--- src/rtl/xbar_pkg.sv ---
// rtl/xbar_pkg.sv - shared types and default sizes for the crossbar arbiter
// Purpose: per-input request FSM state type and default port/payload sizes.
// Ports: none (package).
package xbar_pkg;

  localparam int XBAR_NUM_PORTS = 4;
  localparam int XBAR_DATA_W    = 16;

  typedef enum logic [1:0] {
    IN_IDLE   = 2'd0,
    IN_ACTIVE = 2'd1,
    IN_DONE   = 2'd2
  } in_state_e;

endpackage

--- src/rtl/rr_arbiter.sv ---
// rtl/rr_arbiter.sv - combinational round-robin pick starting after the last winner
// Purpose: grants the first requester found at ptr_i+1, ptr_i+2, ... modulo N.
// Ports:
//   req_i  [N]  request vector
//   ptr_i  [W]  index of the previous winner
//   gnt_o  [N]  one-hot grant, all zero when no request is present
//   idx_o  [W]  index of the granted requester (0 when none)
module rr_arbiter #(
  parameter  int N = 4,
  localparam int W = $clog2(N)
) (
  input  logic [N-1:0] req_i,
  input  logic [W-1:0] ptr_i,
  output logic [N-1:0] gnt_o,
  output logic [W-1:0] idx_o
);

  int           cand;
  logic [W-1:0] cand_idx;
  logic         found;

  always_comb begin
    gnt_o    = '0;
    idx_o    = '0;
    found    = 1'b0;
    cand     = 0;
    cand_idx = '0;
    // Walk the ring once, beginning just after the previous winner.
    for (int k = 1; k <= N; k++) begin
      cand = int'(ptr_i) + k;
      if (cand >= N) begin
        cand = cand - N;
      end
      cand_idx = W'(cand);
      if (!found && req_i[cand_idx]) begin
        found           = 1'b1;
        gnt_o[cand_idx] = 1'b1;
        idx_o           = cand_idx;
      end
    end
  end

endmodule

--- src/rtl/xbar_arbiter.sv ---
// rtl/xbar_arbiter.sv - NUM_PORTS x NUM_PORTS crossbar with per-output round-robin slots
// Purpose: each input captures a target mask and payload, then every targeted
//   output slot pulls the payload when it wins arbitration; the input pulses
//   req_ready once all its targets have been served.
// Config: define XBAR_MULTICAST_EN to serve the whole mask; otherwise only the
//   lowest set bit of the mask is kept.
// Ports:
//   clk, rst_n    clock, asynchronous active-low reset
//   req_valid     [N]        input i presents a request
//   req_target    [N*N]      target-output mask of input i
//   req_data      [N*DATA_W] payload of input i
//   req_ready     [N]        one-cycle pulse: request of input i delivered
//   out_valid     [N]        output slot j holds a payload
//   out_data      [N*DATA_W] payload of slot j
//   out_src       [N*PTR_W]  input index that produced slot j
//   out_ready     [N]        sink consumes slot j this cycle
module xbar_arbiter
  import xbar_pkg::*;
#(
  parameter  int NUM_PORTS = XBAR_NUM_PORTS,
  parameter  int DATA_W    = XBAR_DATA_W,
  localparam int PTR_W     = $clog2(NUM_PORTS)
) (
  input  logic                           clk,
  input  logic                           rst_n,
  input  logic [NUM_PORTS-1:0]           req_valid,
  input  logic [NUM_PORTS*NUM_PORTS-1:0] req_target,
  input  logic [NUM_PORTS*DATA_W-1:0]    req_data,
  output logic [NUM_PORTS-1:0]           req_ready,
  output logic [NUM_PORTS-1:0]           out_valid,
  output logic [NUM_PORTS*DATA_W-1:0]    out_data,
  output logic [NUM_PORTS*PTR_W-1:0]     out_src,
  input  logic [NUM_PORTS-1:0]           out_ready
);

  // Reset pointer value makes input 0 the first candidate after reset.
  localparam logic [PTR_W-1:0] PTR_RST = PTR_W'(NUM_PORTS - 1);

  in_state_e            state_q [NUM_PORTS];
  in_state_e            state_d [NUM_PORTS];
  logic [NUM_PORTS-1:0] pend_q  [NUM_PORTS];
  logic [NUM_PORTS-1:0] pend_d  [NUM_PORTS];
  logic [DATA_W-1:0]    data_q  [NUM_PORTS];
  logic [DATA_W-1:0]    data_d  [NUM_PORTS];

  logic [NUM_PORTS-1:0] ovalid_q;
  logic [NUM_PORTS-1:0] ovalid_d;
  logic [DATA_W-1:0]    odata_q [NUM_PORTS];
  logic [DATA_W-1:0]    odata_d [NUM_PORTS];
  logic [PTR_W-1:0]     osrc_q  [NUM_PORTS];
  logic [PTR_W-1:0]     osrc_d  [NUM_PORTS];
  logic [PTR_W-1:0]     rr_q    [NUM_PORTS];
  logic [PTR_W-1:0]     rr_d    [NUM_PORTS];

  // arb_req/arb_gnt are indexed [output][input]; taken is [input][output].
  logic [NUM_PORTS-1:0] arb_req [NUM_PORTS];
  logic [NUM_PORTS-1:0] arb_gnt [NUM_PORTS];
  logic [PTR_W-1:0]     arb_idx [NUM_PORTS];
  logic [NUM_PORTS-1:0] taken   [NUM_PORTS];
  logic [NUM_PORTS-1:0] slot_free;
  logic [NUM_PORTS-1:0] tgt;

  always_comb begin
    for (int j = 0; j < NUM_PORTS; j++) begin
      arb_req[j] = '0;
      for (int i = 0; i < NUM_PORTS; i++) begin
        arb_req[j][i] = (state_q[i] == IN_ACTIVE) && pend_q[i][j];
      end
    end
  end

  for (genvar g = 0; g < NUM_PORTS; g++) begin : g_port
    rr_arbiter #(.N(NUM_PORTS)) u_rr_arbiter (
      .req_i (arb_req[g]),
      .ptr_i (rr_q[g]),
      .gnt_o (arb_gnt[g]),
      .idx_o (arb_idx[g])
    );

    assign out_data[g*DATA_W +: DATA_W] = odata_q[g];
    assign out_src[g*PTR_W +: PTR_W]    = osrc_q[g];
    assign req_ready[g]                 = (state_q[g] == IN_DONE);
  end

  assign out_valid = ovalid_q;

  // A grant only takes effect when the slot can accept a new payload.
  always_comb begin
    slot_free = ~ovalid_q | out_ready;
    for (int i = 0; i < NUM_PORTS; i++) begin
      taken[i] = '0;
      for (int j = 0; j < NUM_PORTS; j++) begin
        taken[i][j] = slot_free[j] & arb_gnt[j][i];
      end
    end
  end

  always_comb begin
    state_d  = state_q;
    pend_d   = pend_q;
    data_d   = data_q;
    ovalid_d = ovalid_q;
    odata_d  = odata_q;
    osrc_d   = osrc_q;
    rr_d     = rr_q;
    tgt      = '0;

    // Output slots: reload on a win (back-to-back when consumed), else drain.
    for (int j = 0; j < NUM_PORTS; j++) begin
      if (slot_free[j]) begin
        if (|arb_gnt[j]) begin
          ovalid_d[j] = 1'b1;
          odata_d[j]  = data_q[arb_idx[j]];
          osrc_d[j]   = arb_idx[j];
          rr_d[j]     = arb_idx[j];
        end else begin
          ovalid_d[j] = 1'b0;
        end
      end
    end

    // Input FSMs.
    for (int i = 0; i < NUM_PORTS; i++) begin
      case (state_q[i])
        IN_IDLE: begin
          if (req_valid[i]) begin
            tgt = req_target[i*NUM_PORTS +: NUM_PORTS];
`ifndef XBAR_MULTICAST_EN
            // Two's-complement trick isolates the lowest set bit.
            tgt = tgt & (-tgt);
`endif
            pend_d[i]  = tgt;
            data_d[i]  = req_data[i*DATA_W +: DATA_W];
            state_d[i] = (tgt == '0) ? IN_DONE : IN_ACTIVE;
          end
        end
        IN_ACTIVE: begin
          pend_d[i] = pend_q[i] & ~taken[i];
          if (pend_d[i] == '0) begin
            state_d[i] = IN_DONE;
          end
        end
        IN_DONE: begin
          state_d[i] = IN_IDLE;
        end
        default: begin
          state_d[i] = IN_IDLE;
        end
      endcase
    end
  end

  always_ff @(posedge clk or negedge rst_n) begin
    if (!rst_n) begin
      for (int k = 0; k < NUM_PORTS; k++) begin
        state_q[k] <= IN_IDLE;
        pend_q[k]  <= '0;
        data_q[k]  <= '0;
        odata_q[k] <= '0;
        osrc_q[k]  <= '0;
        rr_q[k]    <= PTR_RST;
      end
      ovalid_q <= '0;
    end else begin
      state_q  <= state_d;
      pend_q   <= pend_d;
      data_q   <= data_d;
      ovalid_q <= ovalid_d;
      odata_q  <= odata_d;
      osrc_q   <= osrc_d;
      rr_q     <= rr_d;
    end
  end

endmodule

--- config.mk ---
export PLATFORM = sky130hd
export DESIGN_NAME = xbar_arbiter
export DESIGN_NICKNAME = d
export VERILOG_FILES = /design/src/rtl/xbar_pkg.sv /design/src/rtl/rr_arbiter.sv /design/src/rtl/xbar_arbiter.sv
export SDC_FILE = /design/constraint.sdc
export NUM_CORES = 1
export LEC_CHECK = 0
export CORE_ASPECT_RATIO = 1.5
export CORE_UTILIZATION = 30
export DETAILED_ROUTE_END_ITERATION = 10
export HOLD_SLACK_MARGIN = 0.1
export SETUP_SLACK_MARGIN = 0.3
export SLEW_MARGIN = 25
export SYNTH_ARGS = -nofsm -noshare
export SYNTH_HDL_FRONTEND = slang
export SYNTH_HIERARCHICAL = 1
export SYNTH_SLANG_ARGS = --single-unit
--- constraint.sdc ---
create_clock -name clk -period 5.5 [get_ports clk]
set_input_delay 1.1 -clock clk [delete_from_list [all_inputs] [get_ports clk]]
set_output_delay 1.1 -clock clk [all_outputs]
set_load 0.05 [all_outputs]
# Word-level counts from Yosys, hierarchy flattened
# Cells that the tools add are included.
# classes
n_addsub	36
n_eq_ne	16
n_lt_le_gt_ge	52
n_mux	164
bitwise_logic	46
reduce_logical	92
# ops
op	count
binary-select mux 16 bit (select 2 bit)	4
two-way mux 16 bit	8
two-way mux 2 bit	44
two-way mux 4 bit	20
OR 4 bit	13
greater-or-equal comparator 3 bit (second input constant)	16
less-than comparator 2 x 3 -> 1 bit (second input constant)	16
two-way mux 1 bit	48
logical AND 1 bit	44
AND 4 bit	8
binary-select mux 1 bit (select 2 bit)	16
demux 1 bit (select 2 bit)	16
greater-or-equal comparator 2 x 1 -> 1 bit (second input constant)	16
logical NOT 4 bit	8
one-hot mux 4 bit (2 select lines)	4
AND reduction 2 bit	16
subtractor 2 x 1 -> 2 bit (second input constant)	16
adder 2 x 2 -> 3 bit (second input constant)	8
NOT 4 bit	5
adder 2 x 3 -> 4 bit (second input constant)	4
AND 1 bit	16
greater-or-equal comparator 4 x 3 -> 1 bit (second input constant)	4
negator 4 bit	4
one-hot mux 2 bit (2 select lines)	4
10 further kinds	48
# totals
wordCells	434
ff_bits	172
out_inout_bits	80

# Depth between registers and ports, before layout
# logic_depth
word_depth	21
mapped_depth	13
depth_no_buf	10

# Modules after synthesis
# The synthesis kept the hierarchy.
# by_module_without_submodules
mod	cells_per_inst	seq_area_each_um2	area_per_inst_um2	n_inst
xbar_arbiter	609	4314.1	8952.3	1
rr_arbiter at g_port[0].u_rr_arbiter ...	59	0.0	494.2	3
rr_arbiter at g_port[3].u_rr_arbiter	68	0.0	545.5	1

# Least setup slack after synthesis
# Ideal clock, no wire load.
# synth_path
path_kind	register -> register
from	register rr_q[0] (netlist name)
to	register odata_q (netlist bit out_data[56])
arrival_ps	3125
required_time_ps	5375
path_slack_ps	2250
synth_period_minus_slack_ps	3250
path_buffers	3
stages_incl_launch_ff	13
cell_sequence	dfstp_2 > buf_4 > inv_1 > ha_1 > buf_4 > mux4_2 > nand2_1 > o21ai_0 > a221o_2 > nor4_4 > nor2_2 > buf_6 > mux2_4
# synth_lines
element	line	text
start, declared	xbar_arbiter.sv:52	logic [PTR_W-1:0] rr_q [NUM_PORTS];
start signal, assigned	xbar_arbiter.sv:171	rr_q <= rr_d;
end signal, assigned	xbar_arbiter.sv:169	odata_q <= odata_d;
end, declared	xbar_arbiter.sv:48	logic [DATA_W-1:0] odata_q [NUM_PORTS];

==> results_dict.tcl <==
set metrics [dict create \
    ios 170 \
    port_buffers 169 \
    setup_ws_ns 1.51 \
    grt_pass1_wl_um 48000 \
    h-tree-depth 4 \
    yosys.area_share.simple 0.100 \
    hold-worst-slack_ns 0.509 \
    drt-initial-drc-count 427 \
    tightestPinTransition_ns 1.02 \
    antenna_cells 0 \
    fmax_mhz 250 \
    wirelength_um 31400 \
    arrival_ns 4.33 \
    start_util 0.305 \
    ys_ff_latch 172 \
    vias 7891 \
    syn_inst 854 \
    cts_hold_buf 0 \
    yosysWarnings 6 \
    status "complete, no violations" \
    synthesis.nets 976 \
    fin_util 0.378 \
    synth_compound_area_frac 0.118 \
    grt_usage 0.175 \
    cp_max_fo 18 \
    avgSynthCellArea_sq_um 12.9 \
    vias_per_cell 5.29 \
    hold_viol 0 \
    period_needed_ns 3.99 \
    slew_headroom 0.316 \
    dr.pass1.iters 5 \
    rows 85 \
    postCtsSetupRepairBufs 0 \
    start_kind "flip-flop" \
    dieArea_sq_um 37400 \
    place.gp.congestion 0.809 \
    synth_xor_xnor_area_share 0 \
    ys_seq_area_frac 0.393 \
    hold_depth 1 \
    syn-cell-area_sq_um 11000 \
    max-clock-path-buffers 2 \
    clock_sinks 172 \
    grt_overflow 0 \
    die_h_um 236 \
    drv_slew 0 \
    setup_viol 0 \
    cts_tree "done" \
    synth.distinct_cells 58 \
    max_cap_viol_count 0 \
    synth_top_family_by_area "multiplexers" \
    critPathRequiredTime_ns 5.84 \
    core_area_sq_um 35900 \
    path_cells "inv_1, ha_1, mux4_2, o21ai_0, a2bb2oi_4, mux4_1, mux2_4" \
    final_nets 1123 \
    area_delta_synth_final_pct 23.9 \
    fp.dieW_um 158 \
    antenna_found_initial 0 \
    cts_buffers 17 \
    drc 0 \
    synthAdderAreaFrac 0.0365 \
    drt-wirelength-per-cell_um 21.1 \
    setup-tns-final_ns 0 \
    synth-edff-count 0 \
    fin_crit_sh 0.726 \
    ys.flop_type "dfrtp_1" \
    ff2ff_path_depth 7 \
    drive_gt1_frac 0.255 \
    cts_root_buf "clkbuf_16" \
    critPathSlowestCell "a2bb2oi_4" \
    path_clk_slew_ns 0.07 \
    layout_common_cells "clkdlybuf4s50_1, dfrtp_1, mux2_2, nand2_1, o21ai_0" \
    insertion_delay_ns 0.46 \
    grt_setup_unrepaired "no" \
    postCtsResizedCells 0 \
    dp_slack_ns 1.55 \
    grt_pass1_vias 7895 \
    grt_max_degree 89 \
    drtAntennaViolNets 0 \
    place_hpwl_um 22400 \
    synthArstFlopShare 1.00 \
    finClkSkew_ns 0.0106 \
    hp-class "flip-flop to flip-flop" \
    synthMuxAreaShare 0.309 \
    max_stage_delay_ns 0.78 \
    mostFrequentLayoutCell "clkdlybuf4s50_1" \
    critical_path_class "flip-flop to flip-flop" \
    crit_path_end_kind "flip-flop" \
]
## critical path, delay by kind of cell (launching register included)
kind / cells / cell delay (ns)
muxes: 3 / 1.36
AOI/OAI and AO/OA: 2 / 1.12
DFF: 1 / 0.76
adders and majority gates: 1 / 0.44
buffers and inverters: 1 / 0.18
## metrics by stage
stage               area (sq um)  instances
global placement           13000       1460
global route               13600       1492
detailed placement         13100       1460
CTS                        13600       1492
floorplan                  11000        854
finish                     13600       1492
## Yosys cell counts (all sizes together), types with 16 or more instances
| cell | count | area [sq um] |
|---|---|---|
| a221o | 16 | 165 |
| nor2b | 20 | 125 |
| mux4 | 72 | 1770 |
| nand2 | 81 | 304 |
| o21ai | 65 | 325 |
| buf | 40 | 358 |
| a21boi | 16 | 120 |
| inv | 22 | 82.6 |
| mux2 | 132 | 1610 |
| and2 | 16 | 100 |
| dfrtp | 164 | 4100 |
| nor2 | 27 | 121 |
| ha | 32 | 400 |
## path summary, 6_finish.rpt
| check | start | to | slack, ns |
|---|---|---|---|
| setup reg to reg | rr_q[6]$_DFFE_PN1P_ | out_data[9]$_DFFE_PN0P_ | 1.51 |
| min in group asynchronous | rst_n | out_data[59]$_DFFE_PN0P_ | 0.69 |
| setup / recovery | rr_q[6]$_DFFE_PN1P_ | out_data[9]$_DFFE_PN0P_ | 1.51 |
| hold / removal | out_data[33]$_DFFE_PN0P_ | out_data[33]$_DFFE_PN0P_ | 0.51 |
| max in group asynchronous | rst_n | rr_q[0]$_DFFE_PN1P_ | 3.83 |
| hold reg to reg | out_data[33]$_DFFE_PN0P_ | out_data[33]$_DFFE_PN0P_ | 0.51 |
## registers in the layout, indices dropped and copies added (netlist names)
signal,cells
out_data,64
out_valid,4
out_src,8
pend_q,16
data_q,64
rr_q,8
state_q,8
## cell type report
class | instances | area (sq um)
Inverter | 22 | 82.6
Tap cell | 478 | 598
Clock inverter | 11 | 87.6
Sequential cell | 172 | 4310
Timing Repair Buffer | 177 | 1770
Fill cell | 3554 | 22300
Clock buffer | 21 | 460
Multi-Input combinational cell | 611 | 6300
## per-layer routing
| metal | vias to the layer above | part of all wire | global-route usage |
|---|---|---|---|
| met5 | - | 0 | 0 |
| met4 | 0 | 0.028 | 0.0740 |
| met3 | 43 | 0.046 | 0.0314 |
| met2 | 229 | 0.53 | 0.304 |
| met1 | 4039 | 0.40 | 0.209 |
| li1 | 3580 | - | - |
## cell families after synthesis
family | after synthesis
compound gates | 175
fa+ha+maj | 32
flops | 172
simple gates | 199
buf+inv | 71
mux | 205
Power is left out: the tool's default activity adds up to more than one toggle a clock period on the data nets, which glitch-free logic cannot reach.
